### src/rtl/ctrl_pkg.sv
// Shared definitions for the RAM-driver address generator and the header table.
// Holds the controller FSM state encoding and the default width constants.
package ctrl_pkg;

    localparam int unsigned DefDataOffsetWidth  = 10;
    localparam int unsigned DefVectorIndexWidth = 4;
    localparam int unsigned DefAddrWidth        = 12;

    typedef enum logic [2:0] {
        StIdle,
        StFetch,
        StWrite,
        StRead,
        StInc,
        StDone
    } ctrl_state_e;

endpackage

### src/rtl/ctrl_ramdrv_addrgen_if.sv
// Bus between the address generator and its environment (sequencer, header table, MAC).
//   master: start/index/base/length requests, head_offset from the header table,
//           addr_ready from the MAC; observes strobes, RAM address and status.
//   slave : the address generator.
interface ctrl_ramdrv_addrgen_if #(
    parameter int unsigned DATA_OFFSET_WIDTH  = ctrl_pkg::DefDataOffsetWidth,
    parameter int unsigned VECTOR_INDEX_WIDTH = ctrl_pkg::DefVectorIndexWidth,
    parameter int unsigned ADDR_WIDTH         = ctrl_pkg::DefAddrWidth
);
    logic                          start;
    logic [VECTOR_INDEX_WIDTH-1:0] index;
    logic [ADDR_WIDTH-1:0]         base;
    logic [DATA_OFFSET_WIDTH-1:0]  length;
    logic [DATA_OFFSET_WIDTH-1:0]  head_offset;
    logic                          addr_ready;
    logic                          hdr_read;
    logic                          hdr_inc;
    logic [VECTOR_INDEX_WIDTH-1:0] hdr_index;
    logic [ADDR_WIDTH-1:0]         ram_addr;
    logic                          ram_we;
    logic                          ram_re;
    logic                          tap_last;
    logic                          busy;
    logic                          done;

    modport master (
        output start, index, base, length, head_offset, addr_ready,
        input  hdr_read, hdr_inc, hdr_index, ram_addr, ram_we, ram_re, tap_last, busy, done
    );

    modport slave (
        input  start, index, base, length, head_offset, addr_ready,
        output hdr_read, hdr_inc, hdr_index, ram_addr, ram_we, ram_re, tap_last, busy, done
    );
endinterface

### src/rtl/ctrl_ring_ptr.sv
// Ring read pointer: loadable down-counter that wraps from zero to length.
//   clk, rst    : clock, synchronous active-high reset (clears pointer)
//   load_i      : load load_val_i (takes priority over en_i)
//   load_val_i  : value to load
//   en_i        : step the pointer one position backwards
//   length_i    : wrap target after zero (last valid ring offset)
//   ptr_o       : current pointer
module ctrl_ring_ptr #(
    parameter int unsigned WIDTH = ctrl_pkg::DefDataOffsetWidth
) (
    input  logic             clk,
    input  logic             rst,
    input  logic             load_i,
    input  logic [WIDTH-1:0] load_val_i,
    input  logic             en_i,
    input  logic [WIDTH-1:0] length_i,
    output logic [WIDTH-1:0] ptr_o
);
    logic [WIDTH-1:0] ptr_q, ptr_d;

    // Wrap only on exactly zero, so a loaded value above length still walks down and
    // wraps normally instead of locking up.
    always_comb begin
        ptr_d = ptr_q;
        if (load_i) begin
            ptr_d = load_val_i;
        end else if (en_i) begin
            ptr_d = (ptr_q == '0) ? length_i : ptr_q - WIDTH'(1);
        end
    end

    always_ff @(posedge clk) begin
        if (rst) begin
            ptr_q <= '0;
        end else begin
            ptr_q <= ptr_d;
        end
    end

    assign ptr_o = ptr_q;
endmodule

### src/rtl/ctrl_ramdrv_addrgen.sv
// Delay-line address generator: for one delay line, fetches the head pointer, writes the
// new sample at base+head, then walks length+1 read addresses backwards around the ring
// (valid/ready towards the MAC), bumps the header head pointer and pulses done.
//   clk, rst : clock, synchronous active-high reset
//   bus_io   : slave side of ctrl_ramdrv_addrgen_if (requests in, strobes/addresses out)
module ctrl_ramdrv_addrgen
    import ctrl_pkg::*;
#(
    parameter int unsigned DATA_OFFSET_WIDTH  = DefDataOffsetWidth,
    parameter int unsigned VECTOR_INDEX_WIDTH = DefVectorIndexWidth,
    parameter int unsigned ADDR_WIDTH         = DefAddrWidth
) (
    input  logic                  clk,
    input  logic                  rst,
    ctrl_ramdrv_addrgen_if.slave  bus_io
);
    ctrl_state_e state_q, state_d;

    logic [VECTOR_INDEX_WIDTH-1:0] idx_q, idx_d;
    logic [ADDR_WIDTH-1:0]         base_q, base_d;
    logic [DATA_OFFSET_WIDTH-1:0]  len_q, len_d;
    logic [DATA_OFFSET_WIDTH-1:0]  k_q, k_d;
    logic [DATA_OFFSET_WIDTH-1:0]  ptr;
    logic [ADDR_WIDTH-1:0]         addr_sum;
    logic                          read_accept;
    logic                          last_tap;

    assign read_accept = (state_q == StRead) && bus_io.addr_ready;
    assign last_tap    = (k_q == len_q);

    // The pointer holds the captured head through WRITE, so one adder serves both the
    // write and the reads; it depends on registers only, never on addr_ready.
    assign addr_sum = base_q + ADDR_WIDTH'(ptr);

    ctrl_ring_ptr #(
        .WIDTH (DATA_OFFSET_WIDTH)
    ) u_ring_ptr (
        .clk        (clk),
        .rst        (rst),
        .load_i     (state_q == StFetch),
        .load_val_i (bus_io.head_offset),
        .en_i       (read_accept),
        .length_i   (len_q),
        .ptr_o      (ptr)
    );

    // State register and request latches.
    always_ff @(posedge clk) begin
        if (rst) begin
            state_q <= StIdle;
            idx_q   <= '0;
            base_q  <= '0;
            len_q   <= '0;
            k_q     <= '0;
        end else begin
            state_q <= state_d;
            idx_q   <= idx_d;
            base_q  <= base_d;
            len_q   <= len_d;
            k_q     <= k_d;
        end
    end

    // Next state.
    always_comb begin
        state_d = state_q;
        unique case (state_q)
            StIdle:  if (bus_io.start) state_d = StFetch;
            StFetch: state_d = StWrite;
            StWrite: state_d = StRead;
            StRead:  if (read_accept && last_tap) state_d = StInc;
            StInc:   state_d = StDone;
            StDone:  state_d = StIdle;
            default: state_d = StIdle;
        endcase
    end

    // Request latches and tap counter.
    always_comb begin
        idx_d  = idx_q;
        base_d = base_q;
        len_d  = len_q;
        k_d    = k_q;
        if (state_q == StIdle && bus_io.start) begin
            idx_d  = bus_io.index;
            base_d = bus_io.base;
            len_d  = bus_io.length;
        end
        if (state_q == StFetch) begin
            k_d = '0;
        end else if (read_accept) begin
            k_d = k_q + DATA_OFFSET_WIDTH'(1);
        end
    end

    // Outputs decoded from state only.
    always_comb begin
        bus_io.hdr_read  = 1'b0;
        bus_io.hdr_inc   = 1'b0;
        bus_io.hdr_index = '0;
        bus_io.ram_addr  = '0;
        bus_io.ram_we    = 1'b0;
        bus_io.ram_re    = 1'b0;
        bus_io.tap_last  = 1'b0;
        bus_io.busy      = 1'b0;
        bus_io.done      = 1'b0;
        unique case (state_q)
            StFetch: begin
                bus_io.hdr_read  = 1'b1;
                bus_io.hdr_index = idx_q;
                bus_io.busy      = 1'b1;
            end
            StWrite: begin
                bus_io.ram_we   = 1'b1;
                bus_io.ram_addr = addr_sum;
                bus_io.busy     = 1'b1;
            end
            StRead: begin
                bus_io.ram_re   = 1'b1;
                bus_io.ram_addr = addr_sum;
                bus_io.tap_last = last_tap;
                bus_io.busy     = 1'b1;
            end
            StInc: begin
                bus_io.hdr_inc   = 1'b1;
                bus_io.hdr_index = idx_q;
                bus_io.busy      = 1'b1;
            end
            StDone: begin
                bus_io.done = 1'b1;
            end
            default: begin
            end
        endcase
    end
endmodule
### src/flat_wrapper.sv
// flat-port wrapper written by rule: the top's interface ports become plain ports
module ctrl_ramdrv_addrgen_flat import ctrl_pkg::*;
#(
    parameter int unsigned DATA_OFFSET_WIDTH  = DefDataOffsetWidth,
    parameter int unsigned VECTOR_INDEX_WIDTH = DefVectorIndexWidth,
    parameter int unsigned ADDR_WIDTH         = DefAddrWidth
)
  (clk, rst, bus_io_start, bus_io_index, bus_io_base, bus_io_length, bus_io_head_offset, bus_io_addr_ready, bus_io_hdr_read, bus_io_hdr_inc, bus_io_hdr_index, bus_io_ram_addr, bus_io_ram_we, bus_io_ram_re, bus_io_tap_last, bus_io_busy, bus_io_done);
  ctrl_ramdrv_addrgen_if #(.DATA_OFFSET_WIDTH(DATA_OFFSET_WIDTH), .VECTOR_INDEX_WIDTH(VECTOR_INDEX_WIDTH), .ADDR_WIDTH(ADDR_WIDTH)) bus_io_i ();
  input  logic clk;
  input  logic rst;
  input wire logic [$bits(bus_io_i.start)-1:0] bus_io_start;
  input wire logic [$bits(bus_io_i.index)-1:0] bus_io_index;
  input wire logic [$bits(bus_io_i.base)-1:0] bus_io_base;
  input wire logic [$bits(bus_io_i.length)-1:0] bus_io_length;
  input wire logic [$bits(bus_io_i.head_offset)-1:0] bus_io_head_offset;
  input wire logic [$bits(bus_io_i.addr_ready)-1:0] bus_io_addr_ready;
  output wire logic [$bits(bus_io_i.hdr_read)-1:0] bus_io_hdr_read;
  output wire logic [$bits(bus_io_i.hdr_inc)-1:0] bus_io_hdr_inc;
  output wire logic [$bits(bus_io_i.hdr_index)-1:0] bus_io_hdr_index;
  output wire logic [$bits(bus_io_i.ram_addr)-1:0] bus_io_ram_addr;
  output wire logic [$bits(bus_io_i.ram_we)-1:0] bus_io_ram_we;
  output wire logic [$bits(bus_io_i.ram_re)-1:0] bus_io_ram_re;
  output wire logic [$bits(bus_io_i.tap_last)-1:0] bus_io_tap_last;
  output wire logic [$bits(bus_io_i.busy)-1:0] bus_io_busy;
  output wire logic [$bits(bus_io_i.done)-1:0] bus_io_done;
  assign bus_io_i.start = bus_io_start;
  assign bus_io_i.index = bus_io_index;
  assign bus_io_i.base = bus_io_base;
  assign bus_io_i.length = bus_io_length;
  assign bus_io_i.head_offset = bus_io_head_offset;
  assign bus_io_i.addr_ready = bus_io_addr_ready;
  assign bus_io_hdr_read = bus_io_i.hdr_read;
  assign bus_io_hdr_inc = bus_io_i.hdr_inc;
  assign bus_io_hdr_index = bus_io_i.hdr_index;
  assign bus_io_ram_addr = bus_io_i.ram_addr;
  assign bus_io_ram_we = bus_io_i.ram_we;
  assign bus_io_ram_re = bus_io_i.ram_re;
  assign bus_io_tap_last = bus_io_i.tap_last;
  assign bus_io_busy = bus_io_i.busy;
  assign bus_io_done = bus_io_i.done;
  ctrl_ramdrv_addrgen #(.DATA_OFFSET_WIDTH(DATA_OFFSET_WIDTH), .VECTOR_INDEX_WIDTH(VECTOR_INDEX_WIDTH), .ADDR_WIDTH(ADDR_WIDTH)) u_core (.clk(clk), .rst(rst), .bus_io(bus_io_i));
endmodule
### config.mk
export PLATFORM = sky130hd
export DESIGN_NAME = ctrl_ramdrv_addrgen_flat
export DESIGN_NICKNAME = d
export VERILOG_FILES = /design/src/rtl/ctrl_pkg.sv /design/src/rtl/ctrl_ramdrv_addrgen_if.sv /design/src/rtl/ctrl_ring_ptr.sv /design/src/rtl/ctrl_ramdrv_addrgen.sv /design/src/flat_wrapper.sv
export SDC_FILE = /design/constraint.sdc
export NUM_CORES = 1
export LEC_CHECK = 0
export CORE_MARGIN = 8
export CORE_UTILIZATION = 51
export DETAILED_ROUTE_END_ITERATION = 12
export HOLD_SLACK_MARGIN = 0.15
export PLACE_DENSITY = 0.8
export SETUP_SLACK_MARGIN = 0.02
export SKIP_LAST_GASP = 1
export SYNTH_ARGS = -nofsm -noshare
export SYNTH_HDL_FRONTEND = slang
export SYNTH_HIERARCHICAL = 1
export SYNTH_SLANG_ARGS = --single-unit
export TNS_END_PERCENT = 50
### constraint.sdc
create_clock -name clk -period 2.6 [get_ports clk]
set_input_delay 0.26 -clock clk [delete_from_list [all_inputs] [get_ports clk]]
set_output_delay 0.26 -clock clk [all_outputs]
set_load 0.005 [all_outputs]
==> impl_metrics.json, run 1 <==
{
  "status": "finished, violations left",
  "violations": "setup timing",
  "synth_fa_ha_area_share_pct": 5.92,
  "routed_wl_um": 8500,
  "syn_nets": 417,
  "die_area_um2": 8300,
  "grt_first_pass_wirelength_um": 13900,
  "io_buffers": 62,
  "synthArstFlopShare_pct": 0,
  "synth_top_area_cell": "dfxtp_1",
  "p_sw_mw": 0.660,
  "drive_gt1_share_pct": 16.4,
  "clock_sinks": 49,
  "clk_path_buf_depth": 2,
  "muxShareOfSynthArea_pct": 0.348,
  "hold_buffers": 0,
  "fmax_mhz": 381,
  "finalSetupViolations": 1,
  "synth_seq_cells": 49,
  "top_usage_layer": "met2",
  "dr.pass1.iters": 5,
  "reg2reg_from": "u_core/u_ring_ptr/ptr_o[0]",
  "min_path_type": "flip-flop to flip-flop",
  "antenna_found_initial": 0,
  "post-route-period-util_pct": 101,
  "fin_ws_ns": -0.0253,
  "synthTopCellsByArea": "dfxtp_1 34%, a21oi_1 7.7%, nand2_1 7.6%",
  "nFillCells": 439,
  "drt_iter0_drc": 213,
  "synth_top_family_by_area": "simple AND/OR/NAND/NOR gates",
  "dp_hpwl_um": 6030,
  "area_delta_synth_final_pct": 38.8,
  "insertion_delay_ns": 0.30,
  "comb_power_share_pct": 32.4,
  "antenna_left": 0,
  "synth_cell_types": 49,
  "r2r_end": "u_core/u_ring_ptr/ptr_o[8]",
  "yosys.area_share.simple_pct": 28.2,
  "antennaDiodeCount": 0,
  "cp_data_required_time_ns": 2.34,
  "use_met2_pct": 33.5,
  "holdWs_ns": 0.453,
  "finalHoldViolations": 0,
  "reg2reg_slack_ns": 0.55,
  "die_y_um": 91.1,
  "ir_drop_mv": 0.309,
  "grtUsageMet3_pct": 4.86,
  "critPathMaxFanout": 3,
  "cts_root_buf": "clkbuf_8",
  "cts_tree": "yes",
  "post-route-cell-area_um2": 3990,
  "crit_start": "u_core/u_ring_ptr/ptr_o[0]",
  "grt-ovfl-total": 0,
  "fin_nets": 492,
  "row_count": 27,
  "seq_power_share_pct": 43.6,
  "cpPeakStageDelay_ns": 0.37,
  "critPathKind": "flip-flop to output pin",
  "synth-compound-area-share_pct": 19.8,
  "cp_slowest_cell": "fa_2",
  "placed_area_um2": 3660,
  "synth_top_area_share_pct": 34.1,
  "synthXorXnorAreaFrac_pct": 7.92,
  "power.internal_mw": 1.34,
  "synthCells": 364,
  "post_drt_wl_per_cell_um": 16.6,
  "grt_use_total_pct": 20.1,
  "synth_top_flop_cell": "dfxtp_1",
  "critPathCapture": "bus_io_ram_addr[8]",
  "boundaryPins": 63,
  "drv_slew": 0,
  "rr_worst_depth": 8,
  "syn_avg_cell_area_um2": 7.90,
  "crit_chain": "ha_4, fa_2, a211oi_4, o21bai_2, buf_4, a221oi_4, xor2_1, nor2_1, buf_2",
  "num_vias": 2963,
  "routed_via_density": 5.79,
  "cp_data_arrival_time_ns": 2.37,
  "pwr_density_cell_nw_per_um2": 500,
  "gp_congestion": 0.919,
  "ys_seq_area_share_pct": 34.1,
  "design_power_total_mw": 1.99,
  "power_frac_clock_pct": 24.0,
  "start_util_pct": 52.5,
  "syn-cell-area_um2": 2880,
  "dieWidth_um": 91.1,
  "grt_setup_unrepaired": "yes",
  "grt_pass1_vias": 3037,
  "cts_buffers": 5,
  "p_sw_share_pct": 33.1,
  "htreeDepth": 2,
  "min_period_ns": 2.63,
  "cp-end-kind": "output pin",
  "maxCapViolCount": 0,
  "crit_path_start_kind": "flip-flop",
  "slew_headroom_pct": 56.8,
  "p_leak_nw": 1.51,
  "use_met1_pct": 23.3,
  "synth_edf_count": 0,
  "yosysWarnings": 6,
  "worstMarginPinSlew_ns": 0.643,
  "grt_max_degree": 26,
  "fin_worst_skew_ns": 0.00707,
  "drcViolationCount": 0,
  "core_area_um2": 5470,
  "clkTransAtPathRegs_ns": 0.09
}
[cell type report]
| type | instances | area (µm²) | share of cell area [%] |
|---|---|---|---|
| Multi-Input combinational cell | 290 | 2000 | 50.0 |
| Tap cell | 72 | 90.1 | 2.26 |
| Sequential cell | 49 | 992 | 24.9 |
| Timing Repair Buffer | 85 | 786 | 19.7 |
| Clock buffer | 6 | 82.6 | 2.07 |
| Clock inverter | 2 | 13.8 | 0.345 |
| Inverter | 8 | 30.0 | 0.752 |
[cell usage in the layout (no fill, tap or decap), types with 3 or more instances in the layout]
cell             synthesis  routed
nand2_1                 58      58
clkdlybuf4s50_1          0      56
a21oi_1                 44      42
dfxtp_1                 49      42
nor2_1                  33      32
buf_4                    0      23
o21ai_0                 17      15
xnor2_1                 14      14
xor2_1                  12      12
ha_4                     0       9
inv_1                    8       8
and3_1                   8       8
nand3_1                  7       7
clkbuf_8                 0       6
and2_1                   6       6
nor2b_1                  6       6
or3_1                    6       6
dfxtp_2                  0       6
nand4_1                  5       5
nor3b_1                  7       5
a211oi_1                 9       4
nor3_1                   4       4
o211ai_1                 3       3
a211oi_2                 0       3
nor4_1                   3       3
ha_1                    12       3
o32ai_1                  3       3
[logic make-up after synthesis]
kind of cell / count (synthesis)
XOR/XNOR: 26
multiplexers: 1
buffers and inverters: 25
AND/OR/NAND/NOR: 155
flip-flops: 49
AO/OA/AOI/OAI: 95
adder cells (fa/ha/maj): 13
[synth_stat cells (4+ instances only)]
library cell   n
nor2_1        33
nand4_1        5
or3_1          6
nor3_1         4
clkbuf_1      12
dfxtp_1       49
nand3_1        7
ha_1          12
nor2b_1        6
inv_1          8
o21ai_0       17
a21oi_1       44
and3_1         8
and2_1         6
xor2_1        12
nor3b_1        7
nand2_1       58
xnor2_1       14
a211oi_1       9
[layer usage]
layer  wire length (µm)  part of all wire (%)  vias up
met5                  0                     0        -
met4                257                   3.0        0
met3                605                   7.1       21
met2               4100                    48      120
met1               3540                    42     1384
li1                   -                     -     1438
[power groups by stage]
stage / logic, mW / clock network (mW) / registers [mW]
after floorplan: 0.361 / 0 / 0.865
after global placement: 0.574 / 0 / 0.870
after detailed placement: 0.588 / 0 / 0.871
after CTS: 0.621 / 0.489 / 0.865
after global routing: 0.708 / 0.526 / 0.876
final: 0.647 / 0.479 / 0.869
[worst min-delay path by stage]
stage / slack (ns) / startpoint / to / cells past startpoint
after floorplan: 0.35 / rst / u_core/state_q[1] / 1
after CTS: 0.45 / u_core/idx_q[1] / u_core/idx_q[1] / 2
after detailed placement: 0.44 / u_core/idx_q[1] / u_core/idx_q[1] / 2
final: 0.45 / u_core/idx_q[3] / u_core/idx_q[3] / 2
after global routing: 0.47 / u_core/idx_q[1] / u_core/idx_q[1] / 2
after global placement: 0.44 / u_core/idx_q[3] / u_core/idx_q[3] / 2
[through the flow]
step | setup slack [ns] | utilization, % | cells | TNS, ns
2_1_floorplan | 0.475 | - | 364 | 0
3_3_place_gp | -0.0276 | 66.8 | 500 | -0.0276
3_5_place_dp | -0.135 | 66.8 | 500 | -0.173
4_1_cts | -0.147 | 71.6 | 511 | -0.318
5_1_grt | -0.0817 | 72.9 | 512 | -0.216
6_report | -0.0253 | 72.9 | 512 | -0.0253
[worst max-delay path: cells and delay by family (launching register included)]
| family | cells | cell delay, ns |
|---|---|---|
| AOI/OAI and AO/OA | 3 | 0.62 |
| adders and majority gates | 2 | 0.54 |
| DFF | 1 | 0.35 |
| buffers and inverters | 2 | 0.29 |
| xor gates and xnor gates | 1 | 0.20 |
| and+or+nand+nor | 1 | 0.05 |
[sequential cells by signal, summed over array words and instances, names as in the netlist]
name	cells
u_core/base_q	12
u_core/k_q	10
u_core/len_q	10
u_core/u_ring_ptr/ptr_o	10
u_core/idx_q	4
u_core/state_q	3
[repair_timing]
| action | CTS | global route |
|---|---|---|
| pin swaps | 8 | 12 |
| endpoints found under the hold margin | 0 | 0 |
| resized for setup | 30 | 21 |
| setup buffers | 3 | 1 |
| cloned | 0 | 0 |
| setup endpoints to repair | 8 | 8 |
No activity file was read; power rests on OpenSTA's default activity.
==> run 2: changes to the inputs <==
- ABC_AREA: default -> 1
- CORE_MARGIN: 8 -> default
- CORE_UTILIZATION: 51 -> 52
- PLACE_DENSITY: 0.8 -> 0.81
==> impl_metrics.json, run 2 <==
{
  "drive_gt1_share_pct": 9.27,
  "hold_buffers": 0,
  "clk_path_buf_depth": 2,
  "post-route-period-util_pct": 96.1,
  "cts_root_buf": "clkbuf_8",
  "holdPathStages": 2,
  "area_delta_synth_final_pct": 27.1,
  "post-route-cell-area_um2": 3960,
  "antenna_found_initial": 0,
  "syn_avg_cell_area_um2": 6.39,
  "syn-cell-area_um2": 3110,
  "synth_cell_types": 30,
  "multi_input_area_um2": 1830,
  "start_util_pct": 55.2,
  "status": "complete, no violations",
  "min_period_ns": 2.50,
  "synthTopCellsByArea": "dfxtp_1 32%, nand2_1 14%, a21oi_1 9.3%",
  "finalSetupViolations": 0,
  "hp-start": "u_core/idx_q[0]",
  "post_drt_wl_per_cell_um": 13.4,
  "r2r_end": "u_core/u_ring_ptr/ptr_o[4]",
  "cp_data_arrival_time_ns": 2.24,
  "antennaDiodeCount": 0,
  "synth_top_area_cell": "dfxtp_1",
  "design_power_total_mw": 3.69,
  "use_met2_pct": 46.9,
  "yosysWarnings": 6,
  "routed_via_density": 5.32,
  "ir_drop_mv": 0.747,
  "synth_top_area_share_pct": 31.5,
  "grt_setup_unrepaired": "yes",
  "min_path_type": "flip-flop to flip-flop",
  "dr.pass1.iters": 5,
  "synthArstFlopShare_pct": 0,
  "cts_buffers": 5,
  "synth_top_flop_cell": "dfxtp_1",
  "ys_seq_area_share_pct": 31.5,
  "drv_slew": 0,
  "dp_hpwl_um": 6210,
  "fin_nets": 602,
  "use_met1_pct": 36.4,
  "cp_data_required_time_ns": 2.34,
  "row_count": 27,
  "drt_iter0_drc": 217,
  "synth_edf_count": 0,
  "cts_setup_buffers": 0,
  "reg2reg_from": "u_core/state_q[2]",
  "reg2reg_slack_ns": 0.85,
  "core_area_um2": 5640,
  "antenna_left": 0,
  "top_register": "u_core/base_q",
  "clkTransAtPathRegs_ns": 0.09,
  "pwr_density_cell_nw_per_um2": 933,
  "mostFrequentLayoutCells": "112 x nand2_1, 72 x inv_1, 62 x clkdlybuf4s50_1, 53 x a21oi_1, 44 x nor2_1",
  "synthCells": 487,
  "synthTopCellsByCount": "113 x nand2_1, 73 x inv_1, 58 x a21oi_1",
  "rr_worst_depth": 10,
  "grtUsageMet3_pct": 3.77,
  "syn_nets": 540,
  "grt-ovfl-total": 0,
  "routed_wl_um": 8330,
  "slew_headroom_pct": 68.2,
  "dieWidth_um": 79.4,
  "grt_first_pass_wirelength_um": 13600,
  "crit_path_start_kind": "flip-flop",
  "worstMarginPinSlew_ns": 0.476,
  "fin_util_pct": 70.1,
  "critPathKind": "flip-flop to output pin",
  "synth.most_common_cell": "nand2_1",
  "layout_commonest_cell": "nand2_1",
  "insertion_delay_ns": 0.30,
  "p_leak_nw": 1.62,
  "placed_area_um2": 3810,
  "fmax_mhz": 400,
  "boundaryPins": 63,
  "drcViolationCount": 0,
  "io_buffers": 62,
  "htreeDepth": 2,
  "gp_congestion": 1.00,
  "nFillCells": 508,
  "cts_tree": "yes",
  "grt_max_degree": 53,
  "holdPathEnd": "u_core/idx_q[0]",
  "synth_seq_cells": 49,
  "critPathMaxFanout": 6,
  "maxCapViolCount": 0,
  "seqCellArea_um2": 993,
  "die_area_um2": 6300,
  "die_y_um": 79.4,
  "clock_sinks": 49,
  "grt_use_total_pct": 27.6,
  "cp-end-kind": "output pin",
  "finalHoldViolations": 0,
  "largest_reg_flops": 12,
  "grt_pass1_vias": 3059,
  "fin_worst_skew_ns": 0.00282,
  "top_usage_layer": "met2",
  "num_vias": 3307
}
-- run 2: logic make-up (layout without fill, tap and decap cells) --
family          Yosys count  in the layout  share of synthesized area (%)
flops                    49             49                           31.5
fa+ha+maj                13             13                           5.47
buf+inv                  88            151                           10.7
simple gates            218            218                           31.2
xor+xnor                  5              5                           1.41
compound gates          114            114                           19.7
-- run 2: worst max path at each step --
stage                                          start                  end  slack (ns)  depth (start not counted)
after floorplan           u_core/u_ring_ptr/ptr_o[0]   bus_io_ram_addr[8]        0.96                          7
after global placement    u_core/u_ring_ptr/ptr_o[3]   bus_io_ram_addr[6]        0.39                          8
after global routing      u_core/u_ring_ptr/ptr_o[4]   bus_io_ram_addr[9]       -0.01                          8
after detailed placement  u_core/u_ring_ptr/ptr_o[2]  bus_io_ram_addr[11]        0.33                          9
after CTS                 u_core/u_ring_ptr/ptr_o[3]   bus_io_ram_addr[6]        0.01                          8
final                     u_core/u_ring_ptr/ptr_o[3]   bus_io_ram_addr[9]        0.10                          8
-- run 2: metal layers --
| layer | vias to the layer above | wire length, µm |
|---|---|---|
| met3 | 12 | 414 |
| met4 | 0 | 116 |
| met5 | - | 0 |
| met1 | 1495 | 3780 |
| met2 | 105 | 4020 |
| li1 | 1695 | - |
-- run 2: power by group --
group          switching (mW)  total, mW  internal (mW)
clock network           0.263      0.509          0.246
logic                    1.24       2.03          0.787
registers               0.199       1.16          0.957
total                    1.70       3.69           1.99
-- run 2: cell type report --
class / instances / share of cell area, %
clock inverters: 1 / 0.221
clock buffers: 7 / 2.43
inverters: 78 / 7.40
multi-input cells: 350 / 46.3
repair buffers: 65 / 16.3
flip-flops and latches: 49 / 25.1
well taps: 72 / 2.28
-- run 2: worst max-delay path, cell delays in order (launching register included) --
cell and delay [ns]:
dfxtp_2 0.37, ha_2 0.39, nand2_1 0.11, nor2_1 0.19, nand3_1 0.11, nand3_1 0.12, nor2_1 0.05, nor2_1 0.10
clkdlybuf4s50_1 0.50
-- run 2: repair_timing --
action / in CTS / in global routing
setup endpoints to repair: 4 / 8
pin swaps: 0 / 2
cloned: 0 / 0
resized for setup: 4 / 21
-- run 2: through the flow --
step           setup slack, ns  cells  hold WS (ns)  TNS (ns)
2_1_floorplan            0.956    487         0.428         0
3_3_place_gp             0.392    614         0.443         0
3_5_place_dp             0.326    614         0.443         0
4_1_cts                 0.0131    622         0.458         0
5_1_grt                -0.0136    622         0.486   -0.0295
6_report                 0.101    622         0.459         0
